## src/rtl/uart_tx_frame_if.sv

```systemverilog
// UART transmit framer port bundle: parallel word, framing options and serial line.
// The framer itself (uart_tx_frame) uses the slave modport; the upstream driver uses master.
interface uart_tx_frame_if #(
    parameter int DATA_WIDTH = 8,
    parameter int PRESC_W    = 6
);
    logic [DATA_WIDTH-1:0] P_DATA;
    logic                  Data_Valid;
    logic                  PAR_EN;
    logic                  PAR_TYP;
    logic [PRESC_W-1:0]    Prescale;
    logic                  TX_OUT;
    logic                  Busy;

    modport master (
        output P_DATA, Data_Valid, PAR_EN, PAR_TYP, Prescale,
        input  TX_OUT, Busy
    );

    modport slave (
        input  P_DATA, Data_Valid, PAR_EN, PAR_TYP, Prescale,
        output TX_OUT, Busy
    );
endinterface

```

## src/rtl/uart_tx_frame.sv

```systemverilog
// UART transmit framer: start bit, DATA_WIDTH data bits LSB-first, optional parity, stop.
// Parity encoding matches the receive path (PAR_TYP 0 = even, 1 = odd).
// Build option: define UART_TX_STOP2_EN for two stop bits (STOP held 2*Prescale cycles).
//
// state    | meaning
// ---------+----------------------------------------------------------
// S_IDLE   | line high, not busy, waiting for Data_Valid
// S_START  | start bit (low) for Prescale cycles
// S_DATA   | data bit idx_q for Prescale cycles, LSB first
// S_PARITY | parity of the latched word for Prescale cycles
// S_STOP   | stop bit(s) high, then back to idle
module uart_tx_frame #(
    parameter int DATA_WIDTH = 8,
    parameter int PRESC_W    = 6
) (
    input  logic           CLK,
    input  logic           RST,
    uart_tx_frame_if.slave bus
);
    localparam int IDX_W = (DATA_WIDTH > 1) ? $clog2(DATA_WIDTH) : 1;
    // One extra bit so the two-stop-bit reload (2*Prescale-1) fits.
    localparam int CNT_W = PRESC_W + 1;
    localparam logic [CNT_W-1:0] CNT_ONE  = CNT_W'(1);
    localparam logic [IDX_W-1:0] IDX_LAST = IDX_W'(DATA_WIDTH - 1);

    typedef enum logic [2:0] {
        S_IDLE   = 3'd0,
        S_START  = 3'd1,
        S_DATA   = 3'd2,
        S_PARITY = 3'd3,
        S_STOP   = 3'd4
    } state_t;

    state_t                state_q, state_d;
    logic [CNT_W-1:0]      cnt_q, cnt_d;
    logic [IDX_W-1:0]      idx_q, idx_d;
    logic [DATA_WIDTH-1:0] data_q, data_d;
    logic                  par_en_q, par_en_d;
    logic                  par_typ_q, par_typ_d;
    logic [PRESC_W-1:0]    presc_q, presc_d;
    logic                  tx_q, tx_d;
    logic                  busy_q, busy_d;
    logic                  tc;
    logic [CNT_W-1:0]      bit_load;
    logic [CNT_W-1:0]      stop_load;

    // Down-counter reaches zero on the last cycle of the current bit.
    assign tc       = (cnt_q == '0);
    assign bit_load = {1'b0, presc_q} - CNT_ONE;
`ifdef UART_TX_STOP2_EN
    assign stop_load = {presc_q, 1'b0} - CNT_ONE;
`else
    assign stop_load = {1'b0, presc_q} - CNT_ONE;
`endif

    // State, latched frame configuration and registered line outputs.
    always_ff @(posedge CLK or negedge RST) begin
        if (!RST) begin
            state_q   <= S_IDLE;
            cnt_q     <= '0;
            idx_q     <= '0;
            data_q    <= '0;
            par_en_q  <= 1'b0;
            par_typ_q <= 1'b0;
            presc_q   <= '0;
            tx_q      <= 1'b1;
            busy_q    <= 1'b0;
        end else begin
            state_q   <= state_d;
            cnt_q     <= cnt_d;
            idx_q     <= idx_d;
            data_q    <= data_d;
            par_en_q  <= par_en_d;
            par_typ_q <= par_typ_d;
            presc_q   <= presc_d;
            tx_q      <= tx_d;
            busy_q    <= busy_d;
        end
    end

    // Next-state sequencing, plus the line value for the state being entered so outputs stay registered.
    always_comb begin
        state_d   = state_q;
        cnt_d     = cnt_q;
        idx_d     = idx_q;
        data_d    = data_q;
        par_en_d  = par_en_q;
        par_typ_d = par_typ_q;
        presc_d   = presc_q;
        tx_d      = 1'b1;
        busy_d    = 1'b0;

        case (state_q)
            S_IDLE: begin
                if (bus.Data_Valid) begin
                    data_d    = bus.P_DATA;
                    par_en_d  = bus.PAR_EN;
                    par_typ_d = bus.PAR_TYP;
                    presc_d   = (bus.Prescale == '0) ? PRESC_W'(1) : bus.Prescale;
                    cnt_d     = {1'b0, presc_d} - CNT_ONE;
                    state_d   = S_START;
                end
            end
            S_START: begin
                if (tc) begin
                    idx_d   = '0;
                    cnt_d   = bit_load;
                    state_d = S_DATA;
                end else begin
                    cnt_d = cnt_q - CNT_ONE;
                end
            end
            S_DATA: begin
                if (tc) begin
                    if (idx_q == IDX_LAST) begin
                        cnt_d   = par_en_q ? bit_load : stop_load;
                        state_d = par_en_q ? S_PARITY : S_STOP;
                    end else begin
                        idx_d = idx_q + IDX_W'(1);
                        cnt_d = bit_load;
                    end
                end else begin
                    cnt_d = cnt_q - CNT_ONE;
                end
            end
            S_PARITY: begin
                if (tc) begin
                    cnt_d   = stop_load;
                    state_d = S_STOP;
                end else begin
                    cnt_d = cnt_q - CNT_ONE;
                end
            end
            S_STOP: begin
                if (tc) begin
                    cnt_d   = '0;
                    state_d = S_IDLE;
                end else begin
                    cnt_d = cnt_q - CNT_ONE;
                end
            end
            default: begin
                cnt_d   = '0;
                state_d = S_IDLE;
            end
        endcase

        case (state_d)
            S_START:  tx_d = 1'b0;
            S_DATA:   tx_d = data_d[idx_d];
            S_PARITY: tx_d = par_typ_d ? ~^data_d : ^data_d;
            default:  tx_d = 1'b1;
        endcase
        busy_d = (state_d != S_IDLE);
    end

    assign bus.TX_OUT = tx_q;
    assign bus.Busy   = busy_q;
endmodule
```

## src/flat_wrapper.sv

```systemverilog
// flat-port wrapper written by rule: the top's interface ports become plain ports
module uart_tx_frame_flat 
#(
    parameter int DATA_WIDTH = 8,
    parameter int PRESC_W    = 6
)
  (CLK, RST, bus_P_DATA, bus_Data_Valid, bus_PAR_EN, bus_PAR_TYP, bus_Prescale, bus_TX_OUT, bus_Busy);
  uart_tx_frame_if #(.DATA_WIDTH(DATA_WIDTH), .PRESC_W(PRESC_W)) bus_i ();
  input  logic CLK;
  input  logic RST;
  input wire logic [$bits(bus_i.P_DATA)-1:0] bus_P_DATA;
  input wire logic [$bits(bus_i.Data_Valid)-1:0] bus_Data_Valid;
  input wire logic [$bits(bus_i.PAR_EN)-1:0] bus_PAR_EN;
  input wire logic [$bits(bus_i.PAR_TYP)-1:0] bus_PAR_TYP;
  input wire logic [$bits(bus_i.Prescale)-1:0] bus_Prescale;
  output wire logic [$bits(bus_i.TX_OUT)-1:0] bus_TX_OUT;
  output wire logic [$bits(bus_i.Busy)-1:0] bus_Busy;
  assign bus_i.P_DATA = bus_P_DATA;
  assign bus_i.Data_Valid = bus_Data_Valid;
  assign bus_i.PAR_EN = bus_PAR_EN;
  assign bus_i.PAR_TYP = bus_PAR_TYP;
  assign bus_i.Prescale = bus_Prescale;
  assign bus_TX_OUT = bus_i.TX_OUT;
  assign bus_Busy = bus_i.Busy;
  uart_tx_frame #(.DATA_WIDTH(DATA_WIDTH), .PRESC_W(PRESC_W)) u_core (.CLK(CLK), .RST(RST), .bus(bus_i));
endmodule
```

## config.mk

```make
export PLATFORM = sky130hd
export DESIGN_NAME = uart_tx_frame_flat
export DESIGN_NICKNAME = d
export VERILOG_FILES = /design/src/rtl/uart_tx_frame_if.sv /design/src/rtl/uart_tx_frame.sv /design/src/flat_wrapper.sv
export SDC_FILE = /design/constraint.sdc
export NUM_CORES = 1
export LEC_CHECK = 0
export BUFFER_PORTS_ARGS = -buffer_cell sky130_fd_sc_hd__buf_4
export CELL_PAD_IN_SITES_DETAIL_PLACEMENT = 0
export CELL_PAD_IN_SITES_GLOBAL_PLACEMENT = 2
export CORE_UTILIZATION = 37
export CTS_CLUSTER_DIAMETER = 150
export DETAILED_ROUTE_END_ITERATION = 10
export GPL_ROUTABILITY_DRIVEN = 0
export PLACE_DENSITY = 0.84
export SYNTH_ARGS = -nofsm -noshare
export SYNTH_HDL_FRONTEND = slang
export SYNTH_SLANG_ARGS = --single-unit
```

## constraint.sdc

```tcl
create_clock -name CLK -period 3.05 [get_ports CLK]
set_input_delay 0.305 -clock CLK [delete_from_list [all_inputs] [get_ports CLK]]
set_output_delay 0.305 -clock CLK [all_outputs]
set_load 0.02 [all_outputs]
```

==> impl_results.md <==
- Status: complete, no violations
- Via total after detailed routing: 1,581
- Post-synth EDFFs: 0
- Clock Tree Buf Depth: 2
- Drt pass-1 iters: 4
- Crit path time final: 2.69 ns
- Worst Clk Skew: 0.0101 ns
- Register Area: 777 um^2
- Synth top cells by count: dfrtp_1, nor2_1, xnor2_1, mux2_2, nand2_1
- Num CTS Buffers: 5
- Post-Syn Area: 2010 um^2
- CTS tree: built
- GRT Util Overall: 0.170
- Footprint of the multi-input gates: 1120 um^2
- Overall power: 2.28 mW
- # diodes: 0
- Startpoint Class: flip-flop
- Slew @ Worst Pin: 0.526 ns
- Crit Path Class: reg2reg
- Worst-path fanout max: 5
- Yosys top cell area share: 0.374
- Depth of the CTS H-tree: 2
- Pre-CTS WS: 0.367 ns
- CP Capture Type: flip-flop
- Largest net degree at the start of global routing: 32
- Vias/cell: 5.31
- Slew headroom: 0.646
- Grt ovf: 0
- Net Count, Synth: 226
- First-pass GRT wire length: 7020 um
- Worst EP required: 3.27 ns
- Vias in the first global route: 1,417
- Mapped Cells: 203
- RSZ-0062 raised after global routing: false
- Max-Cap Viols: 0
- Yosys reg bits: 31
- Root Driver: clkbuf_8
- Finish-stage setup viols: 0
- Number of fill cells: 504
- Count leader, synth: dfrtp_1
- Die Ht: 75.6 um
- Ports: 21
- Post-route setup slack: 0.360 ns
- Clock Pin Slew Worst Setup and Hold Paths: 0.07 ns
- Finished Layout Cells: 298
- Worst reg2reg setup slack: 0.36 ns
- Placed cells: 289
- WL final: 4310 um
- Top cells by area, synth: dfrtp_1, xnor2_1, mux2_2, nor2_1, mux2i_1
- Max Clk Rate: 372 MHz
- Ys async rst share: 1.00
- Reg2reg path depth: 9
- DP Wirelength: 3220 um
- Top cell type by total area after synthesis: dfrtp_1
- Pins over their slew limit: 0
- Number of core rows: 26
- WL per Instance: 14.5 um
- Post_cts resized: 0
- Residual DRC: 0
- Nets: 250
- Warnings from Yosys: 0
- Hold Crit Class: in2reg
- Die Area: 5720 um^2
- Hold slack final: 0.250 ns
- Final cycle utilization of the critical path: 0.882
- Post-Route Setup TNS: 0 ns
- Buffers on Ports: 20
- Synth Flop Type: dfrtp_1
- Seq/Total Area, Yosys: 0.387
- Pwr Density: 974 nW/um^2
- Syn Area/Cell: 9.88 um^2
- Synth-to-layout area growth: 16.8%
- CTS Sinks: 31
- LEAKAGE: 0.958 nW
- Core area: 5170 um^2
- Antenna violations before repair: 0
- Iter 0 DRT Violations: 103
- Final Hold Viols: 0
- Die Span X: 75.6 um
- Starting Density: 0.388
- CP Data Arrival Time: 2.91 ns
- Antenna-violating nets left: 0
- Hold Path Depth: 2
- Peak supply drop: 0.654 mV
- Layout cells sized above 1: 0.250
- Library cells used by synthesis: 50
- Clk Latency, worst-skew pair: 0.29 ns
-- placed cells by master, fill, tap and decap left out, types with 5 or more instances in the layout --
master,instances
a21oi_1,7
buf_4,25
clkbuf_8,6
dfrtp_1,30
inv_1,10
mux2_2,13
mux2i_1,7
nand2_1,13
nor2_1,22
o21ai_0,8
o22ai_1,5
or3_1,5
xnor2_1,21
-- logic make-up after synthesis --
| logic type | share of synthesized area |
|---|---|
| buf+inv | 0.0518 |
| flops | 0.387 |
| mux | 0.115 |
| xor+xnor | 0.109 |
| compound gates | 0.153 |
| simple gates | 0.158 |
| fa+ha+maj | 0.0250 |
-- sequential cells by signal, summed over array words and instances (netlist names) --
name,cells
u_core.data_q,8
u_core.cnt_q,7
u_core.presc_q,6
u_core.idx_q,3
u_core.state_q,3
u_core.bus.Busy,1
u_core.bus.TX_OUT,1
u_core.par_en_q,1
u_core.par_typ_q,1
-- area by class of cell --
cell class              instances  share of cell area
inverters                      10              0.0160
clock inverters                 2              0.0150
flip-flops and latches         31               0.332
repair buffers                 26              0.0844
well taps                      70              0.0374
clock buffers                   6              0.0353
multi-input cells             153               0.480
-- critical path, stage by stage (launching register included) --
cell,delay (ns)
dfrtp_1,0.42
inv_1,0.07
ha_1,0.19
or4b_4,0.52
nor3_4,0.18
nand3_2,0.10
a221o_1,0.47
mux2i_1,0.16
or3_1,0.33
a41oi_2,0.18
-- stage by stage --
step                       util  cell area [um^2]
after floorplan               -              2010
after global placement    0.428              2210
after detailed placement  0.428              2210
after CTS                 0.453              2340
after global routing      0.453              2340
final                     0.453              2340
-- path summary, 6_finish.rpt --
kind | startpoint | endpoint
max | u_core.cnt_q[0] | u_core.bus.TX_OUT
min | bus_PAR_EN | u_core.par_en_q
max reg2reg | u_core.cnt_q[0] | u_core.bus.TX_OUT
min reg2reg | u_core.par_typ_q | u_core.par_typ_q
max in group asynchronous | RST | u_core.bus.TX_OUT
min in group asynchronous | RST | u_core.presc_q[0]
-- layer usage --
| metal | part of all wire | GRT usage |
|---|---|---|
| met1 | 0.51 | 0.249 |
| met2 | 0.44 | 0.241 |
| met3 | 0.035 | 0.0357 |
| met4 | 0.020 | 0.0741 |
| met5 | 0 | 0 |
-- repair_timing --
action | in CTS | in global routing
buffers inserted | 0 | 0
hold endpoints to repair | 30 | 0
hold buffers | 1 | 0
endpoints found under the setup margin | 0 | 0
-- power breakdown --
group	leakage (nW)	internal, mW	switching, mW
sequential	0.374	0.597	0.169
combinational	0.523	0.570	0.520
clock	0.0612	0.264	0.161
total	0.958	1.43	0.850
Power figures use the tool's default switching activity.
